==> src/rtl/gmii_stats_pkg.sv <==
// gmii_stats_pkg: register offsets, default ID, AXI response codes and FSM state types shared by the GMII stats slave
package gmii_stats_pkg;
  localparam logic [31:0] DEFAULT_ID = 32'h474D5558;
  localparam logic [31:0] OFF_ID     = 32'h00;
  localparam logic [31:0] OFF_CTRL   = 32'h08;
  localparam logic [31:0] OFF_RX_LO  = 32'h10;
  localparam logic [31:0] OFF_RX_HI  = 32'h14;
  localparam logic [31:0] OFF_TX_LO  = 32'h18;
  localparam logic [31:0] OFF_TX_HI  = 32'h1C;
  localparam logic [1:0] RESP_OKAY   = 2'b00;
  localparam logic [1:0] RESP_SLVERR = 2'b10;
  typedef enum logic [1:0] {W_IDLE, W_ACK, W_RESP} w_state_e;
  typedef enum logic [1:0] {R_IDLE, R_ACK, R_DATA} r_state_e;
endpackage

==> src/rtl/gmii_frame_counter.sv <==
// gmii_frame_counter: counts error-free frames (en span with er never high); ports clk, rst, en_i, er_i, clr_i -> count_o
module gmii_frame_counter #(
  parameter int CNT_WIDTH = 64
) (
  input  logic                 clk,
  input  logic                 rst,
  input  logic                 en_i,
  input  logic                 er_i,
  input  logic                 clr_i,
  output logic [CNT_WIDTH-1:0] count_o
);
  logic in_q, err_q, err_d, good;
  logic [CNT_WIDTH-1:0] count_q, count_d;
  assign err_d   = en_i & (er_i | (in_q & err_q));
  assign good    = in_q & ~en_i & ~err_q;
  assign count_d = clr_i ? '0 : good ? count_q + CNT_WIDTH'(1) : count_q;
  assign count_o = count_q;
  always_ff @(posedge clk or posedge rst)
    if (rst) begin
      in_q    <= 1'b0;
      err_q   <= 1'b0;
      count_q <= '0;
    end else begin
      in_q    <= en_i;
      err_q   <= err_d;
      count_q <= count_d;
    end
endmodule

==> src/rtl/gmii_stats_axil_slave.sv <==
// gmii_stats_axil_slave: AXI4-Lite slave with ID, CTRL (mux_sel, counter clear) and coherent 64-bit RX/TX good-frame counters; ports AXI-Lite s_axi_*, GMII strobes, mux_sel
module gmii_stats_axil_slave
  import gmii_stats_pkg::*;
#(
  parameter int          C_S_AXI_ADDR_WIDTH = 16,
  parameter logic [31:0] ID_VALUE           = DEFAULT_ID,
  parameter int          CNT_WIDTH          = 64
) (
  input  logic                          aclk,
  input  logic                          areset,
  input  logic [C_S_AXI_ADDR_WIDTH-1:0] s_axi_awaddr,
  input  logic                          s_axi_awvalid,
  output logic                          s_axi_awready,
  input  logic [31:0]                   s_axi_wdata,
  input  logic [3:0]                    s_axi_wstrb,
  input  logic                          s_axi_wvalid,
  output logic                          s_axi_wready,
  output logic [1:0]                    s_axi_bresp,
  output logic                          s_axi_bvalid,
  input  logic                          s_axi_bready,
  input  logic [C_S_AXI_ADDR_WIDTH-1:0] s_axi_araddr,
  input  logic                          s_axi_arvalid,
  output logic                          s_axi_arready,
  output logic [31:0]                   s_axi_rdata,
  output logic [1:0]                    s_axi_rresp,
  output logic                          s_axi_rvalid,
  input  logic                          s_axi_rready,
  input  logic                          gmii_rx_dv,
  input  logic                          gmii_rx_er,
  input  logic                          gmii_tx_en,
  input  logic                          gmii_tx_er,
  output logic [1:0]                    mux_sel
);
  w_state_e w_q;
  r_state_e r_q;
  logic [31:0] waddr, raddr, rd;
  logic w_map, r_map, clr;
  logic [CNT_WIDTH-1:0] rx_cnt, tx_cnt;
  logic [CNT_WIDTH-33:0] rx_shd_q, tx_shd_q;
  assign waddr = 32'(s_axi_awaddr);
  assign raddr = 32'(s_axi_araddr);
  assign w_map = waddr inside {OFF_ID, OFF_CTRL, OFF_RX_LO, OFF_RX_HI, OFF_TX_LO, OFF_TX_HI};
  assign r_map = raddr inside {OFF_ID, OFF_CTRL, OFF_RX_LO, OFF_RX_HI, OFF_TX_LO, OFF_TX_HI};
  assign clr   = (w_q == W_ACK) && (waddr == OFF_CTRL) && s_axi_wstrb[3] && s_axi_wdata[31];
  // high words come from the shadow captured at the last low-word read
  assign rd = raddr == OFF_ID    ? ID_VALUE :
              raddr == OFF_CTRL  ? {30'h0, mux_sel} :
              raddr == OFF_RX_LO ? rx_cnt[31:0] :
              raddr == OFF_RX_HI ? 32'(rx_shd_q) :
              raddr == OFF_TX_LO ? tx_cnt[31:0] :
              raddr == OFF_TX_HI ? 32'(tx_shd_q) : 32'h0;
  gmii_frame_counter #(.CNT_WIDTH(CNT_WIDTH)) u_rx (
    .clk(aclk), .rst(areset), .en_i(gmii_rx_dv), .er_i(gmii_rx_er), .clr_i(clr), .count_o(rx_cnt)
  );
  gmii_frame_counter #(.CNT_WIDTH(CNT_WIDTH)) u_tx (
    .clk(aclk), .rst(areset), .en_i(gmii_tx_en), .er_i(gmii_tx_er), .clr_i(clr), .count_o(tx_cnt)
  );
  always_ff @(posedge aclk or posedge areset)
    if (areset) begin
      w_q           <= W_IDLE;
      s_axi_awready <= 1'b0;
      s_axi_wready  <= 1'b0;
      s_axi_bvalid  <= 1'b0;
      s_axi_bresp   <= RESP_OKAY;
      mux_sel       <= 2'd0;
    end else begin
      case (w_q)
        W_IDLE: if (s_axi_awvalid && s_axi_wvalid) begin
          w_q           <= W_ACK;
          s_axi_awready <= 1'b1;
          s_axi_wready  <= 1'b1;
        end
        W_ACK: begin
          w_q           <= W_RESP;
          s_axi_awready <= 1'b0;
          s_axi_wready  <= 1'b0;
          s_axi_bvalid  <= 1'b1;
          s_axi_bresp   <= w_map ? RESP_OKAY : RESP_SLVERR;
          if (waddr == OFF_CTRL && s_axi_wstrb[0]) mux_sel <= s_axi_wdata[1:0];
        end
        W_RESP: if (s_axi_bready) begin
          w_q          <= W_IDLE;
          s_axi_bvalid <= 1'b0;
        end
        default: w_q <= W_IDLE;
      endcase
    end
  always_ff @(posedge aclk or posedge areset)
    if (areset) begin
      r_q           <= R_IDLE;
      s_axi_arready <= 1'b0;
      s_axi_rvalid  <= 1'b0;
      s_axi_rdata   <= 32'h0;
      s_axi_rresp   <= RESP_OKAY;
    end else begin
      case (r_q)
        R_IDLE: if (s_axi_arvalid) begin
          r_q           <= R_ACK;
          s_axi_arready <= 1'b1;
        end
        R_ACK: begin
          r_q           <= R_DATA;
          s_axi_arready <= 1'b0;
          s_axi_rvalid  <= 1'b1;
          s_axi_rdata   <= rd;
          s_axi_rresp   <= r_map ? RESP_OKAY : RESP_SLVERR;
        end
        R_DATA: if (s_axi_rready) begin
          r_q          <= R_IDLE;
          s_axi_rvalid <= 1'b0;
        end
        default: r_q <= R_IDLE;
      endcase
    end
  // clear beats a same-cycle low-word snapshot
  always_ff @(posedge aclk or posedge areset)
    if (areset) begin
      rx_shd_q <= '0;
      tx_shd_q <= '0;
    end else if (clr) begin
      rx_shd_q <= '0;
      tx_shd_q <= '0;
    end else if (r_q == R_ACK) begin
      if (raddr == OFF_RX_LO) rx_shd_q <= rx_cnt[CNT_WIDTH-1:32];
      if (raddr == OFF_TX_LO) tx_shd_q <= tx_cnt[CNT_WIDTH-1:32];
    end
endmodule

==> config.mk <==
export PLATFORM = sky130hd
export DESIGN_NAME = gmii_stats_axil_slave
export DESIGN_NICKNAME = d
export VERILOG_FILES = /design/src/rtl/gmii_stats_pkg.sv /design/src/rtl/gmii_frame_counter.sv /design/src/rtl/gmii_stats_axil_slave.sv
export SDC_FILE = /design/constraint.sdc
export NUM_CORES = 1
export LEC_CHECK = 0
export ABC_AREA = 1
export CAP_MARGIN = 20
export CELL_PAD_IN_SITES_DETAIL_PLACEMENT = 1
export CELL_PAD_IN_SITES_GLOBAL_PLACEMENT = 2
export CORE_MARGIN = 2
export CORE_UTILIZATION = 36
export DETAILED_ROUTE_END_ITERATION = 8
export GPL_TIMING_DRIVEN = 0
export PLACE_DENSITY_LB_ADDON = 0.1
export SYNTH_ARGS = -nofsm -noshare
export SYNTH_HDL_FRONTEND = slang
export SYNTH_HIERARCHICAL = 1
export SYNTH_SLANG_ARGS = --single-unit
==> constraint.sdc <==
create_clock -name aclk -period 6.7 [get_ports aclk]
set_input_delay 2.01 -clock aclk [delete_from_list [all_inputs] [get_ports aclk]]
set_output_delay 2.01 -clock aclk [all_outputs]
set_load 0.03 [all_outputs]
==> results.md, run 1 <==
* DIE AREA at 42400 sq um
* Critical Path End Type: flip-flop
* Arr. time, crit path at 5.61 ns
* TNS Setup at 0 ns
* Top cells by area, synth: dfrtp_1, nand2_1, nor2_1
* Post-DP HPWL at 47000 um
* Slew at the pin closest to its max-slew limit at 0.840 ns
* Tmin final at 5.13 ns
* Post CTS Setup Buffer Count at 0
* Core area at 40600 sq um
* Num CTS Buffers at 29
* Final worst-path cycle share at 0.765
* Fin. Hold Viols at 0
* Hold Crit Class: reg -> reg
* CTS max path bufs at 3
* Fillers at 5236
* Share of total power in the clock network at 0.421
* Clock root buffer: clkbuf_16
* DRC viols at 0
* Met1 usage at 0.429
* Starting Density at 0.362
* I/O pin count at 122
* Comb power frac at 0.158
* NetSw at 1.18 mW
* Detailed-route wire length per cell at 20.8 um
* Internal power at 2.70 mW
* Detailed Route Iter0 Violations at 1165
* Met2 Usage GRT at 0.415
* Final setup vio count at 0
* Antenna-violating nets left at 0
* CTS resizes at 0
* Total of max-cap violations at 0
* Mean Syn Cell Area at 6.77 sq um
* Vias in the first global route at 14900
* Critical path type: in -> reg
* Global-route wire length before repair at 89200 um
* Final-report max-slew violation count at 0
* CTS clock-pin slew for the worst setup and hold paths at 0.06 ns
* Antenna violations before repair at 0
* Clk Latency, worst-skew pair at 0.59 ns
* I/O Buffers at 88
* H-Tree Level Count at 1
* GRT Total Usage at 0.280
* CP required at 7.18 ns
* Synth cell count leaders: nand2_1, nor2_1, dfrtp_1, inv_1, nand3_1
* Max Fclk at 195 MHz
* RSZ-0062 raised after global routing: false
* Yosys Warn Count at 6
* Seq/Total Area, Yosys at 0.409
* Gpl congestion at 0.919
* GRT overflow at 0
* Max VDD drop at 0.000184 V
* Area of the mapped netlist at 14700 sq um
* Clock sinks at 240
* Number of synthesized flops with an enable pin at 0
* Critical path startpoint category: input pin
* Final #Nets at 2373
* Reg power frac at 0.421
* Die width at 206 um
* Layout cells sized above 1 at 0.0916
* Met3 Track Usage GR at 0.0449
* Total wire length after detailed routing at 59300 um
* Cell taking the most area after synthesis: dfrtp_1
* Switching share of power at 0.305
* Via count at 15000
* Worst Clk Skew at 0.0222 ns
* Top-count cell post-synth: nand2_1
* Vias per inst at 5.27
* Synth-to-Final Area Change at 17.7%
* Cell variety after synth at 39
* Diode count at 0
* Ys async rst share at 1.00
* Max_slew headroom at 0.440
* Syn Inst Count at 2169
* Row Count at 74
* Crit-path max FO at 10
* Leak pwr at 8.64 nW
* Die Y at 206 um
* Post-synth top area share at 0.409
* Largest net degree at the start of global routing at 62
* Status: finished, final reports clean
* Final hold slack at 0.470 ns
* CTS tree: yes
* Reg area at 6010 sq um
* PwrDens at 224 nW/um^2
* Multi-input logic area at 7470 sq um
* Hold Buf Count CTS at 0
* Drt first pass iters at 5
* Ys flop type: dfrtp_1
* Top Usage Layer GRT: met1
* Yosys reg bits at 240
==> placed cells by master (no fill, tap or decap), types with 28 or more instances in the layout <==
cell type	synthesis	layout
nor2_2	28	28
nand3_1	108	108
nand2_1	546	546
nand4_1	75	75
clkbuf_16	0	29
o21ai_1	44	44
nor2_1	537	537
clkdlybuf4s50_1	0	88
dfrtp_1	240	240
inv_1	206	203
o21ai_0	102	102
a21oi_1	78	78
buf_2	31	31
==> final timing paths <==
path / startpoint / endpoint / slack (ns) / cells past startpoint
min: s_axi_arready / s_axi_arready / 0.47 / 2
max reg2reg: w_q[1] / u_tx/count_o[44] / 3.03 / 14
min in group asynchronous: areset / u_tx/count_o[59] / 1.91 / 2
min reg2reg: s_axi_arready / s_axi_arready / 0.47 / 2
max in group asynchronous: areset / s_axi_bvalid / 3.80 / 3
max: s_axi_awaddr[7] / u_tx/count_o[44] / 1.57 / 15
==> per-stage QoR <==
stage	worst slack (ns)	total power, mW	cell area, sq um	util	cells
2_1_floorplan	1.84	1.99	14700	-	2170
3_3_place_gp	-0.105	2.25	16200	0.401	2790
4_1_cts	1.63	3.91	17300	0.427	2847
5_1_grt	1.33	4.04	17300	0.427	2847
6_report	1.57	3.88	17300	0.427	2847
3_5_place_dp	1.08	2.27	16300	0.403	2793
==> cells by family (layout without fill, tap and decap cells) <==
logic type / count (synthesis) / after routing / synth area share
compound gates: 247 / 247 / 0.0872
fa+ha+maj: 2 / 2 / 0.00170
buf+inv: 292 / 437 / 0.0830
flops: 240 / 240 / 0.409
other cells: 1 / 2 / 0.000255
simple gates: 1387 / 1387 / 0.419
==> power by group through the flow <==
stage | Clock, mW | Combinational [mW] | Sequential, mW
2_1_floorplan | 0 | 0.246 | 1.74
3_3_place_gp | 0 | 0.592 | 1.65
3_5_place_dp | 0 | 0.614 | 1.66
4_1_cts | 1.66 | 0.618 | 1.63
5_1_grt | 1.72 | 0.669 | 1.65
6_report | 1.63 | 0.612 | 1.63
==> worst max-delay path: stages <==
cell and delay, ns:
clkdlybuf4s50_1 0.41, nor2_1 0.11, nand3b_1 0.16, nor4_4 0.22, nand3b_1 0.27, buf_1 0.28
inv_1 0.51, clkinv_1 0.46, nand2_1 0.27, buf_2 0.36, nand2_1 0.17, nor2_1 0.19
nand2_1 0.07, nand2_1 0.06, nor2_1 0.04
==> flip-flops by register name (all words and copies together) (netlist names) <==
signal,flops
s_axi_rresp,1
s_axi_wready,1
u_rx/in_q,1
s_axi_arready,1
r_q,2
mux_sel,2
w_q,2
s_axi_rdata,32
s_axi_bvalid,1
u_tx/err_q,1
u_rx/err_q,1
rx_shd_q,32
u_tx/in_q,1
u_rx/count_o,64
s_axi_bresp,1
u_tx/count_o,64
s_axi_rvalid,1
tx_shd_q,32
==> cell type report <==
type,instances,area share
Timing Repair Buffer,91,0.0557
Tap cell,532,0.0385
Clock buffer,38,0.0474
Inverter,221,0.0488
Sequential cell,240,0.347
Clock inverter,16,0.00846
Multi-Input combinational cell,1638,0.432
Buffer,71,0.0221
==> routing by layer <==
metal	part of all wire	up-vias
met2	0.41	407
met5	0	-
li1	-	7134
met3	0.066	72
met1	0.50	7390
met4	0.018	0
Power figures use the tool's default switching activity.
==> run 2: changes to the inputs <==
--- a/config.mk
+++ b/config.mk
@@ -10,7 +10,7 @@
 export CELL_PAD_IN_SITES_DETAIL_PLACEMENT = 1
 export CELL_PAD_IN_SITES_GLOBAL_PLACEMENT = 2
 export CORE_MARGIN = 2
-export CORE_UTILIZATION = 36
+export CORE_UTILIZATION = 30
 export DETAILED_ROUTE_END_ITERATION = 8
 export GPL_TIMING_DRIVEN = 0
 export PLACE_DENSITY_LB_ADDON = 0.1
==> constraint.sdc (replaced) <==
create_clock -name aclk -period 4.4 [get_ports aclk]
set_input_delay 1.32 -clock aclk [delete_from_list [all_inputs] [get_ports aclk]]
set_output_delay 1.32 -clock aclk [all_outputs]
set_load 0.03 [all_outputs]
==> run 2 against run 1 <==
Against the previous run: global-route usage decreased by 3.4 points; cell count up 3.3%; critical path depth decreased by 3; via count decreased by 0.53%; utilization decreased by 6.7 points; count of clock-buffer cells in the layout grew 1; highest routed layer unchanged.
==> results.md, run 2 (synthesis gave the netlist of run 1 again) <==
* Antenna-violating nets left at 0 (unchanged)
* I/O Buffers at 88 (unchanged)
* Total of max-cap violations at 0 (unchanged)
* CTS tree: yes
* Starting Density at 0.302 (-0.0603)
* TNS Setup at 0 ns (unchanged)
* Register-to-Register Path Depth at 14 (unchanged)
* CTS clock-pin slew for the worst setup and hold paths at 0.06 ns (about the same)
* Final setup vio count at 0 (unchanged)
* Vias per inst at 5.07 (-3.7%)
* Multi-input logic area at 7470 sq um (unchanged)
* GRT Total Usage at 0.246 (-0.0344)
* H-Tree Level Count at 1 (unchanged)
* Internal power at 4.21 mW (+56%)
* CTS max path bufs at 3 (unchanged)
* Clk Latency, worst-skew pair at 0.60 ns (about the same)
* GRT overflow at 0 (unchanged)
* Antenna violations before repair at 1 (+1)
* RSZ-0062 raised after global routing: false
* Hold Crit Class: reg -> reg
* Fin. Hold Viols at 0 (unchanged)
* Reg power frac at 0.412 (-0.009)
* Hold Buf Count CTS at 0 (unchanged)
* Max Fclk at 258 MHz
* Gpl congestion at 0.908 (-1.2%)
* Tmin final at 3.88 ns
* Worst hold path depth at 2 (unchanged)
* Worst Clk Skew at 0.0307 ns (+0.00856 ns)
* Comb power frac at 0.156 (-0.002)
* Final worst-path cycle share at 0.881
* Post-route cell area at 17500 sq um (+1.1%)
* Post-placement setup slack at -0.681 ns (-1.76 ns)
* Setup slack after layout at 0.525 ns (-1.05 ns)
* Fin util at 0.360 (-0.0669)
* Critical path startpoint category: input pin
* Crit-path max FO at 10 (unchanged)
* Slew at the pin closest to its max-slew limit at 0.876 ns (+0.0357 ns)
* Commonest non-fill, non-tap cell in the layout: nand2_1
* Clock sinks at 240 (unchanged)
* CP required at 4.93 ns (-2.25 ns)
* DRC viols at 0 (unchanged)
* Share of total power in the clock network at 0.433 (+0.012)
* I/O pin count at 122 (unchanged)
* Row Count at 81 (+9.5%)
* Leak pwr at 8.67 nW (+0.32%)
* Num CTS Buffers at 31 (+6.9%)
* Max VDD drop at 0.000266 V (+44%)
* Dpl cell area at 16400 sq um (+0.70%)
* Max_slew headroom at 0.416 (-0.0238)
* Fillers at 6159 (+18%)
* Detailed Route Iter0 Violations at 1086 (-6.8%)
* Clock root buffer: clkbuf_16
* PwrDens at 345 nW/um^2 (+54%)
* Detailed-route wire length per cell at 21.1 um (+1.3%)
* Total wire length after detailed routing at 62000 um (+4.6%)
* Synth-to-Final Area Change at 19.1%
* Status: finished, final reports clean
* Critical path type: in -> reg
* Critical Path End Type: flip-flop
* Reg area at 6010 sq um (unchanged)
* Vias in the first global route at 15100 (+1.7%)
* Commonest cells after routing, fill and taps aside: nand2_1, nor2_1, dfrtp_1
* Drt first pass iters at 5 (unchanged)
* Pwr Total at 6.03 mW (+55%)
* Die width at 225 um (+9.4%)
* Die Y at 225 um (+9.4%)
* Final-report max-slew violation count at 0 (unchanged)
* Post-DP HPWL at 49600 um (+5.5%)
* Arr. time, crit path at 4.40 ns (-1.21 ns)
* DIE AREA at 50800 sq um (+20%)
* Via count at 14900 (-0.53%)
* Diode count at 0 (unchanged)
* Layout cells sized above 1 at 0.0936 (+0.00200)
* NetSw at 1.82 mW (+54%)
* Switching share of power at 0.302 (-0.00254)
* Largest net degree at the start of global routing at 89 (+44%)
* Final #Nets at 2378 (+0.21%)
* Global-route wire length before repair at 93500 um (+4.8%)
* Core area at 48600 sq um (+20%)
-- run 2: cell count changes in the layout (fill, tap and decap cells not counted), moves of 2 or more --
cell / previous run / this run
buf_4: 8 / 11
clkbuf_16: 29 / 31
clkbuf_8: 7 / 5
clkinvlp_4: 2 / 4
-- run 2: power by group through the flow --
stage	clock network, mW	registers, mW	logic (mW)
finish	2.61	2.48	0.939
global route	2.78	2.50	1.03
CTS	2.69	2.48	0.953
detailed placement	0	2.52	0.949
global placement	0	2.52	0.923
floorplan	0	2.65	0.375
-- run 2: final timing paths --
check / to / slack (ns) / startpoint
max in group asynchronous: s_axi_rdata[18] / 2.36 / areset
hold / removal: s_axi_rdata[13] / 0.48 / s_axi_rdata[13]
hold reg to reg: s_axi_rdata[13] / 0.48 / s_axi_rdata[13]
min in group asynchronous: rx_shd_q[29] / 1.27 / areset
setup reg to reg: u_tx/count_o[44] / 1.28 / w_q[1]
setup / recovery: u_rx/count_o[34] / 0.52 / s_axi_awaddr[6]
-- run 2: area by class of cell --
| type | instances | area share |
|---|---|---|
| multi-input cells | 1638 | 0.427 |
| flip-flops and latches | 240 | 0.343 |
| repair buffers | 94 | 0.0564 |
| inverters | 221 | 0.0488 |
| clock buffers | 39 | 0.0483 |
| well taps | 622 | 0.0445 |
| plain buffers | 71 | 0.0219 |
| clock inverters | 16 | 0.00980 |
-- run 2: critical path, stage by stage --
cell and delay, ns:
clkdlybuf4s50_1 0.46, nor2_1 0.04, nand3b_1 0.15, nor4_4 0.06, nand3b_1 0.25, buf_1 0.42
clkinvlp_4 0.30, buf_4 0.25, inv_2 0.18, buf_1 0.69, nand2_1 0.14, nor2_1 0.12
-- run 2: metrics by stage --
step,std cells,hold WS [ns]
2_1_floorplan,2170,0.473
3_3_place_gp,2880,0.459
3_5_place_dp,2883,0.474
4_1_cts,2938,0.489
5_1_grt,2941,0.515
6_report,2941,0.481
-- run 2: timing repair --
action / CTS / global route
gates resized for setup: 1 / 1
setup endpoints to repair: 3 / 5
buffers inserted: 0 / 3
-- run 2: metal layers --
metal / vias up / global-route usage / wire, um
li1: 7144 / - / -
met1: 7375 / 0.377 / 32000
met2: 348 / 0.364 / 25600
met3: 57 / 0.0385 / 3530
met4: 0 / 0.0434 / 879
met5: - / 0 / 0
